**src/rtl/mmio_periph.sv**
```systemverilog
// mmio_periph: memory-mapped seg/led/switch/button peripheral with debounce, edge irq and 7-seg scan
module mmio_periph #(
  parameter logic [31:0] BASE_ADDR = 32'hFFFFF000,
  parameter int LED_W = 16,
  parameter int SW_W = 2,
  parameter int BTN_N = 5,
  parameter int DIGITS = 8,
  parameter int SCAN_DIV = 50000,
  parameter int DEB_CYC = 100000
) (
  input  logic              clk,
  input  logic              rst,
  input  logic              ce,
  input  logic              iow,
  input  logic [31:0]       addr,
  input  logic [31:0]       wdata,
  output logic [31:0]       rdata,
  output logic [LED_W-1:0]  led,
  output logic [DIGITS-1:0] seg_an,
  output logic [3:0]        seg_nib,
  input  logic [SW_W-1:0]   sw,
  input  logic [BTN_N-1:0]  btn,
  output logic              irq
);
  localparam int CW = $clog2(DEB_CYC);
  localparam int DW = $clog2(SCAN_DIV);
  localparam int IW = DIGITS > 1 ? $clog2(DIGITS) : 1;
  logic [31:0] seg_r, rmux;
  logic [BTN_N-1:0] mask, btn_edge, deb, btn_s1, btn_s2, rise, clr;
  logic [SW_W-1:0] sw_s1, sw_s2;
  logic [CW-1:0] cnt [BTN_N];
  logic [DW-1:0] div;
  logic [IW-1:0] idx;
  logic hit, wr, rd;
  logic [5:0] off;
  assign hit = ce && addr[31:8] == BASE_ADDR[31:8] && addr[1:0] == 2'b00;
  assign wr = hit & iow;
  assign rd = hit & ~iow;
  assign off = addr[7:2];
  assign clr = (wr && off == 6'd4) ? wdata[BTN_N-1:0] : '0;
  assign seg_an = ~(DIGITS'(1) << idx);
  assign seg_nib = seg_r[{idx, 2'b00} +: 4];
  // read mux, zero for misses and unmapped offsets
  always_comb
    rmux = !rd ? 32'd0 :
           off == 6'd0 ? seg_r :
           off == 6'd1 ? 32'(led) :
           off == 6'd2 ? 32'(sw_s2) :
           off == 6'd3 ? 32'(deb) :
           off == 6'd4 ? 32'(btn_edge) :
           off == 6'd5 ? 32'(mask) : 32'd0;
  // debounced rising edge fires in the same cycle deb goes high
  always_comb begin
    rise = '0;
    for (int i = 0; i < BTN_N; i++)
      rise[i] = btn_s2[i] & ~deb[i] & (cnt[i] == CW'(DEB_CYC - 1));
  end
  // bus registers, edge capture (set beats clear) and irq
  always_ff @(posedge clk or posedge rst)
    if (rst) begin
      seg_r <= '0;
      led <= '0;
      mask <= '0;
      btn_edge <= '0;
      rdata <= '0;
      irq <= 1'b0;
    end else begin
      if (wr && off == 6'd0) seg_r <= wdata;
      if (wr && off == 6'd1) led <= wdata[LED_W-1:0];
      if (wr && off == 6'd5) mask <= wdata[BTN_N-1:0];
      btn_edge <= (btn_edge & ~clr) | rise;
      rdata <= rmux;
      irq <= |(btn_edge & mask);
    end
  // input synchronisers and per-button debounce counters
  always_ff @(posedge clk or posedge rst)
    if (rst) begin
      sw_s1 <= '0;
      sw_s2 <= '0;
      btn_s1 <= '0;
      btn_s2 <= '0;
      deb <= '0;
      for (int i = 0; i < BTN_N; i++) cnt[i] <= '0;
    end else begin
      sw_s1 <= sw;
      sw_s2 <= sw_s1;
      btn_s1 <= btn;
      btn_s2 <= btn_s1;
      for (int i = 0; i < BTN_N; i++)
        if (btn_s2[i] == deb[i]) cnt[i] <= '0;
        else if (cnt[i] == CW'(DEB_CYC - 1)) begin
          deb[i] <= btn_s2[i];
          cnt[i] <= '0;
        end else cnt[i] <= cnt[i] + CW'(1);
    end
  // digit scan divider and index
  always_ff @(posedge clk or posedge rst)
    if (rst) begin
      div <= '0;
      idx <= '0;
    end else if (div == DW'(SCAN_DIV - 1)) begin
      div <= '0;
      idx <= idx == IW'(DIGITS - 1) ? '0 : idx + IW'(1);
    end else div <= div + DW'(1);
endmodule

```
**config.mk**
```make
export PLATFORM = sky130hd
export DESIGN_NAME = mmio_periph
export DESIGN_NICKNAME = d
export VERILOG_FILES = /design/src/rtl/mmio_periph.sv
export SDC_FILE = /design/constraint.sdc
export NUM_CORES = 1
export LEC_CHECK = 0
export BUFFER_PORTS_ARGS = -buffer_cell sky130_fd_sc_hd__buf_2
export CORE_ASPECT_RATIO = 0.75
export CORE_MARGIN = 2
export CORE_UTILIZATION = 30
export DETAILED_ROUTE_END_ITERATION = 8
export HOLD_SLACK_MARGIN = 0.02
export PLACE_DENSITY = 0.48
export SKIP_LAST_GASP = 1
export SYNTH_ARGS = -nofsm -noshare
export SYNTH_HDL_FRONTEND = slang
export SYNTH_SLANG_ARGS = --single-unit
```
**constraint.sdc**
```tcl
create_clock -name clk -period 10.3 [get_ports clk]
set_clock_uncertainty 0.1 [all_clocks]
set_input_delay 0 -clock clk [delete_from_list [all_inputs] [get_ports clk]]
set_output_delay 0 -clock clk [all_outputs]
set_load 0.01 [all_outputs]
```
==> metrics.yaml, run 1 <==
layout:
  fin_area_um2: 12400
  final_nets: 1157
  synthToLayoutAreaGrowth_pct: 25.0
  final_util_pct: 38.3
  fill_cells: 3273
  n_antenna_cell: 0
  instances_no_fill: 1525
  layout-drive-gt1-share_pct: 23.6
timing:
  rsz0062_at_grt: "no"
  period_share_pct: 27.5
  fin_hold_ws_ns: 0.119
  finalCriticalPeriod_ns: 2.83
  worst_pin_slew_ns: 1.22
  maxSlewHeadroom_pct: 18.4
  fin_ws_ns: 7.47
  final_max_slew_viol_count: 0
  setup_viol: 0
  hold_viol: 0
  timing.setup.tns_ns: 0
  fmax_mhz: 353
synthesis:
  synth_flop_cell: "dfrtp_1"
  syn-instance-count: 880
  synth_edf_count: 0
  synth-simple-area-share_pct: 19.7
  synth_xor_area_share_pct: 6.51
  syn_area_per_cell_um2: 11.3
  yosysWarnings: 0
  synth.distinct_cells: 51
  synth_fa_ha_area_share_pct: 2.14
  syn_nets: 972
  synth_area_um2: 9960
  synth_mux_area_share_pct: 11.5
  synth-seq-area-share_pct: 53.8
  async_flop_share_pct: 100
  synth_top_family_by_area: "simple AND/OR/NAND/NOR gates"
  ys_ff_latch: 214
  synth_compound_area_share_pct: 3.68
critical_path:
  end_kind: "register"
  start_kind: "input pin"
  cp.required_ns: 10.61
  worst-path-max-fanout: 32
  critical_path_class: "input pin to register"
  critPathArrivalTime_ns: 3.14
floorplan:
  io_pins: 136
  die_h_um: 162
  die_x_um: 214
  start_util_pct: 30.6
  die_area_um2: 34700
  rows: 57
  fp.coreArea_um2: 32500
clock_network:
  cts_buffers: 24
  ctsResizeCount: 0
  cts_tree: "built"
  cts_setup_buffers: 0
  htreeDepth: 1
  clockBufferDepth: 3
  cts_sinks: 214
  clock-root-buffer: "clkbuf_16"
  clk_latency_ns: 0.53
  clk_pin_slew_ns: 0.06
  hold_buffers: 54
grt:
  grt_overflow_total: 0
  grt_antenna_before_repair: 0
  first_global_vias: 6953
  grt_pass1_wl_um: 38700
  grt_max_degree: 140
  grtUsageTotal_pct: 13.9
drt:
  ant_nets: 0
  vias: 7102
  vias_per_cell: 4.66
  drt-initial-drc-count: 408
  firstDrtPassIters: 5
  drt-total-wl_um: 24000
  post_drt_wl_per_cell_um: 15.8
  drc: 0
power:
  cellPowerDensity_nw_per_um2: 149
  total_power_mw: 1.85
  ir_drop_v: 0.0000994
  p_leak_nw: 5.76
status:
  status: "complete, no violations"
placement:
  placed_cell_area_um2: 11100
  port_buffers: 135
  place_ws_ns: 7.01
  place.gp.congestion: 0.757
  placedCellCount: 1427
  hpwl_um: 16600
worst_hold_path:
  min_path_type: "input pin to register"
run:
  drv_cap: 0
flip-flops by register name, summed over array words and instances (netlist names):
name      count
rdata        32
seg_r        32
cnt          85
deb           5
div          16
btn_s1        5
idx           3
sw_s1         2
btn_edge      5
mask          5
irq           1
sw_s2         2
led          16
btn_s2        5
layer usage:
layer	part of all wire (%)	global-route usage, %	up-vias	wire length, um
li1	-	-	3475	-
met1	51	20.9	3461	12400
met2	42	20.4	127	9980
met3	4.7	2.70	39	1130
met4	2.4	3.63	0	565
met5	0	0	-	0
power breakdown:
group	switching (mW)	internal, mW
Sequential	0.00624	0.848
Combinational	0.0458	0.0340
Clock	0.357	0.558
Total	0.409	1.44
cell type report:
cell class                      instances  area [um2]  area share, %
Sequential cell                       214        5360           43.0
Timing Repair Buffer                  191        1230           9.89
Clock buffer                           30         664           5.34
Tap cell                              442         553           4.44
Multi-Input combinational cell        602        4340           34.8
Clock inverter                         14         178           1.43
Inverter                               32         128           1.03
critical path, cell delays in order:
cell	delay (ns)
dlygate4sd3_1	0.56
buf_2	0.14
nor3_1	0.47
nand3b_1	0.24
or4_2	1.21
mux2_4	0.48
cell families after synthesis:
kind of cell / count (synthesis)
buf+inv: 64
simple gates: 368
flops: 214
fa+ha+maj: 17
xor+xnor: 74
compound gates: 58
mux: 85
cell usage after synthesis (all sizes together), types with 2 or more instances:
cell,count,area (um2)
dfrtp,214,5360
nor2,105,394
mux2,62,811
nand2,59,221
xnor2,38,333
nand4,36,225
xor2,36,315
nand3,32,160
inv,31,116
clkbuf,24,90.1
nor3,23,126
and2,20,125
and4,17,149
ha,17,213
o21ai,17,85.1
a21oi,16,80.1
or3,16,100
mux2i,15,150
nor4bb,10,100
buf,8,58.8
mux4,8,180
nor4,8,50.1
and3,7,43.8
or4,6,45.0
a22o,5,43.8
nor2b,5,31.3
nand4b,4,35.0
nor4b,4,35.0
o41ai,4,35.0
a211o,3,26.3
a31oi,3,18.8
and3b,3,26.3
nand2b,3,18.8
o21bai,3,22.5
a2111oi,2,17.5
nand3b,2,15.0
nor3b,2,15.0
o22ai,2,12.5
or2,2,12.5
or3b,2,17.5
or4b,2,20.0
cell usage in the layout, fill, tap and decap left out, types with 7 or more instances in the layout:
cell,n
and4_1,17
dfrtp_1,214
clkinv_2,7
and3_1,7
inv_1,30
or3_1,16
mux4_2,8
xnor2_1,38
dlygate4sd3_1,54
nor2_1,105
nor3_1,22
nand2_1,59
nor4bb_1,10
a21oi_1,16
o21ai_0,17
mux2i_1,15
and2_1,20
nand4_1,36
mux2_4,30
clkbuf_16,25
nand3_1,32
nor4_1,8
mux2_2,32
xor2_1,36
ha_1,17
buf_2,135
worst paths after layout:
| check | cells after the start | slack (ns) | start | to |
|---|---|---|---|---|
| max in group asynchronous | 4 | 8.38 | rst | sw_s2[0] |
| hold / removal | 5 | 0.12 | addr[21] | rdata[3] |
| setup / recovery | 6 | 7.47 | addr[5] | seg_r[19] |
| hold reg to reg | 0 | 0.25 | btn_s1[0] | btn_s2[0] |
| min in group asynchronous | 3 | 0.13 | rst | rdata[17] |
| setup reg to reg | 5 | 7.79 | cnt[34] | cnt[45] |
Power figures use the tool's default switching activity.
==> inputs of run 2 (changes only) <==
--- a/config.mk
+++ b/config.mk
@@ -5,13 +5,14 @@
 export SDC_FILE = /design/constraint.sdc
 export NUM_CORES = 1
 export LEC_CHECK = 0
+export ABC_AREA = 1
 export BUFFER_PORTS_ARGS = -buffer_cell sky130_fd_sc_hd__buf_2
 export CORE_ASPECT_RATIO = 0.75
 export CORE_MARGIN = 2
 export CORE_UTILIZATION = 30
 export DETAILED_ROUTE_END_ITERATION = 8
 export HOLD_SLACK_MARGIN = 0.02
-export PLACE_DENSITY = 0.48
+export PLACE_DENSITY = 0.49
 export SKIP_LAST_GASP = 1
 export SYNTH_ARGS = -nofsm -noshare
 export SYNTH_HDL_FRONTEND = slang
==> constraint.sdc (replaced) <==
create_clock -name clk -period 2.4 [get_ports clk]
set_clock_uncertainty 0.1 [all_clocks]
set_input_delay 0 -clock clk [delete_from_list [all_inputs] [get_ports clk]]
set_output_delay 0 -clock clk [all_outputs]
set_load 0.01 [all_outputs]
==> metrics.yaml, run 2 <==
synthesis:
  synth-seq-area-share_pct: 49.1
  synth_area_leaders: "dfrtp_1 49%, nand2_1 11%, nor2_1 7.3%"
  synth.distinct_cells: 40
  synth_flop_cell: "dfrtp_1"
  yosysWarnings: 0
  syn_area_per_cell_um2: 7.97
  yosysTopAreaCell: "dfrtp_1"
  syn-instance-count: 1370
  yosys.area.top_type_share_pct: 49.1
  ys_ff_latch: 214
  synth_most_common_cell: "nand2_1"
  synth_edf_count: 0
  async_flop_share_pct: 100
  syn_nets: 1462
  ys_top_cells_by_count: "312 x nand2_1, 214 x dfrtp_1, 211 x nor2_1, 148 x inv_1, 102 x nand4_1"
  synth_area_um2: 10900
run:
  drv_cap: 0
grt:
  grt_pass1_wl_um: 50900
  grtUsageTotal_pct: 16.6
  grt_antenna_before_repair: 0
  grt_overflow_total: 0
  first_global_vias: 9411
  grt_max_degree: 47
clock_network:
  clock-root-buffer: "clkbuf_16"
  clk_latency_ns: 0.54
  clockBufferDepth: 3
  cts_tree: "built"
  clk_pin_slew_ns: 0.06
  htreeDepth: 1
  cts_sinks: 214
  cts_buffers: 26
worst_hold_path:
  min_to: "seg_r[3]"
  whs_path_depth: 8
  min_from: "addr[31]"
  min_path_type: "input pin to register"
layout:
  n_antenna_cell: 0
  largest_reg_flops: 85
  layout-drive-gt1-share_pct: 14.6
  regMostFlops: "cnt"
  largestRegisters: "cnt x85, rdata x32, seg_r x32"
  final_cell_mix: "312 x nand2_1, 214 x dfrtp_1, 210 x nor2_1"
  synthToLayoutAreaGrowth_pct: 25.6
  final_common_cell: "nand2_1"
  final_nets: 1672
  instances_no_fill: 2062
drt:
  vias: 9882
  ant_nets: 0
  drt-total-wl_um: 31100
  drt-initial-drc-count: 709
  vias_per_cell: 4.79
  firstDrtPassIters: 5
  drc: 0
  post_drt_wl_per_cell_um: 15.1
timing:
  fin_ws_ns: 0.119
  final_max_slew_viol_count: 0
  setup_viol: 0
  period_share_pct: 95.0
  hold_viol: 0
  rsz0062_at_grt: "no"
  finalCriticalPeriod_ns: 2.28
  maxSlewHeadroom_pct: 54.5
  worst_pin_slew_ns: 0.682
  fmax_mhz: 438
critical_path:
  end_kind: "output port"
  critical_path_class: "register to output port"
  critPathArrivalTime_ns: 2.18
  start_kind: "register"
  r2r_slack_ns: 0.58
  cp.required_ns: 2.30
  reg2reg_depth: 9
  r2r_start: "cnt[51]"
  worst_r2r_endpoint: "cnt[61]"
  worst-path-max-fanout: 11
placement:
  hpwl_um: 22700
  place_ws_ns: 0.584
  port_buffers: 135
  placedCellCount: 1947
  place.gp.congestion: 0.879
floorplan:
  fp.coreArea_um2: 35900
  io_pins: 136
  die_area_um2: 37900
  die_h_um: 169
  die_x_um: 224
  start_util_pct: 30.4
  rows: 60
status:
  status: "complete, no violations"
power:
  swShare_pct: 22.6
  cell_internal_pwr_mw: 6.17
  comb_power_share_pct: 5.0
  ir_drop_v: 0.000468
  clockPowerShare_pct: 49.0
  p_seq_share_pct: 45.9
  p_leak_nw: 6.36
  p_sw_mw: 1.80
  cellPowerDensity_nw_per_um2: 582
-- run 2: cell types whose count changed after synthesis, moves of 18 or more --
cell and change:
mux2_4 -30, buf_2 +18, nor2_1 +106, mux2_2 -32, and2_1 -18, xnor2_1 -38, nand4_1 +66, nand3_1 +55
nand2_1 +253, inv_1 +117, nor3_1 +39
-- run 2: logic make-up (layout without fill, tap and decap cells) --
group                      Yosys count  in the layout  share of synthesized area (%)
AOI/OAI and AO/OA                   93             93                           4.96
and+or+nand+nor                    819            819                           34.2
xor gates and xnor gates            33             33                           2.65
adders and majority gates           17             17                           1.95
buffers and inverters              194            421                           7.21
DFF                                214            214                           49.1
-- run 2: worst max path at each step --
stage	startpoint	to	slack (ns)
2_1_floorplan	rst	btn_edge[0]	-0.48
3_3_place_gp	idx[0]	seg_nib[1]	0.62
3_5_place_dp	idx[0]	seg_nib[1]	0.58
4_1_cts	idx[0]	seg_nib[1]	0.0004
5_1_grt	addr[16]	mask[4]	0.006
6_report	idx[1]	seg_nib[1]	0.12
-- run 2: through the flow --
| stage | power [mW] | cell area [um2] | util, % | TNS [ns] | hold WS [ns] |
|---|---|---|---|---|---|
| 3_3_place_gp | 4.06 | 12100 | 33.9 | 0 | 0.00976 |
| 3_5_place_dp | 4.06 | 12100 | 33.9 | 0 | 0.0122 |
| 4_1_cts | 8.10 | 13700 | 38.1 | 0 | 0.0460 |
| 5_1_grt | 8.29 | 13700 | 38.2 | 0 | 0.0954 |
| 6_report | 7.98 | 13700 | 38.2 | 0 | 0.0260 |
| 2_1_floorplan | 3.89 | 10900 | - | -103.61 | -0.0686 |
-- run 2: critical path, stage by stage, from the launching register on --
cell,delay [ns]
dfrtp_1,0.57
clkinv_2,0.26
a21oi_1,0.20
o21ai_0,0.14
a31oi_1,0.28
buf_2,0.19
-- run 2: layout make-up --
class                   count  area [um2]
clock buffers              40         795
clock inverters             5        53.8
fillers                  3721       22200
inverters                 153         583
multi-input cells         962        4780
flip-flops and latches    214        5360
well taps                 465         582
repair buffers            222        1550
repair inverters            1        7.51
-- run 2: what timing repair did --
action / in CTS / in global routing
pin swaps: 0 / 1
setup buffers: 0 / 2
endpoints found under the setup margin: 1 / 11
hold buffers: 68 / 0
endpoints found under the hold margin: 271 / 0
gates resized for setup: 1 / 5
gates cloned: 0 / 1
-- run 2: power groups by stage --
stage	Combinational (mW)	Sequential, mW	Clock, mW
after floorplan	0.166	3.72	0
after global placement	0.330	3.73	0
after detailed placement	0.333	3.73	0
after CTS	0.410	3.66	4.02
after global routing	0.454	3.67	4.17
final	0.400	3.66	3.91
-- run 2: routing by layer --
layer	part of all wire (%)	track usage, %	vias up
li1	-	-	4930
met1	52	26.0	4654
met2	41	24.0	258
met3	5.1	2.56	40
met4	1.7	3.51	0
met5	0	0	-
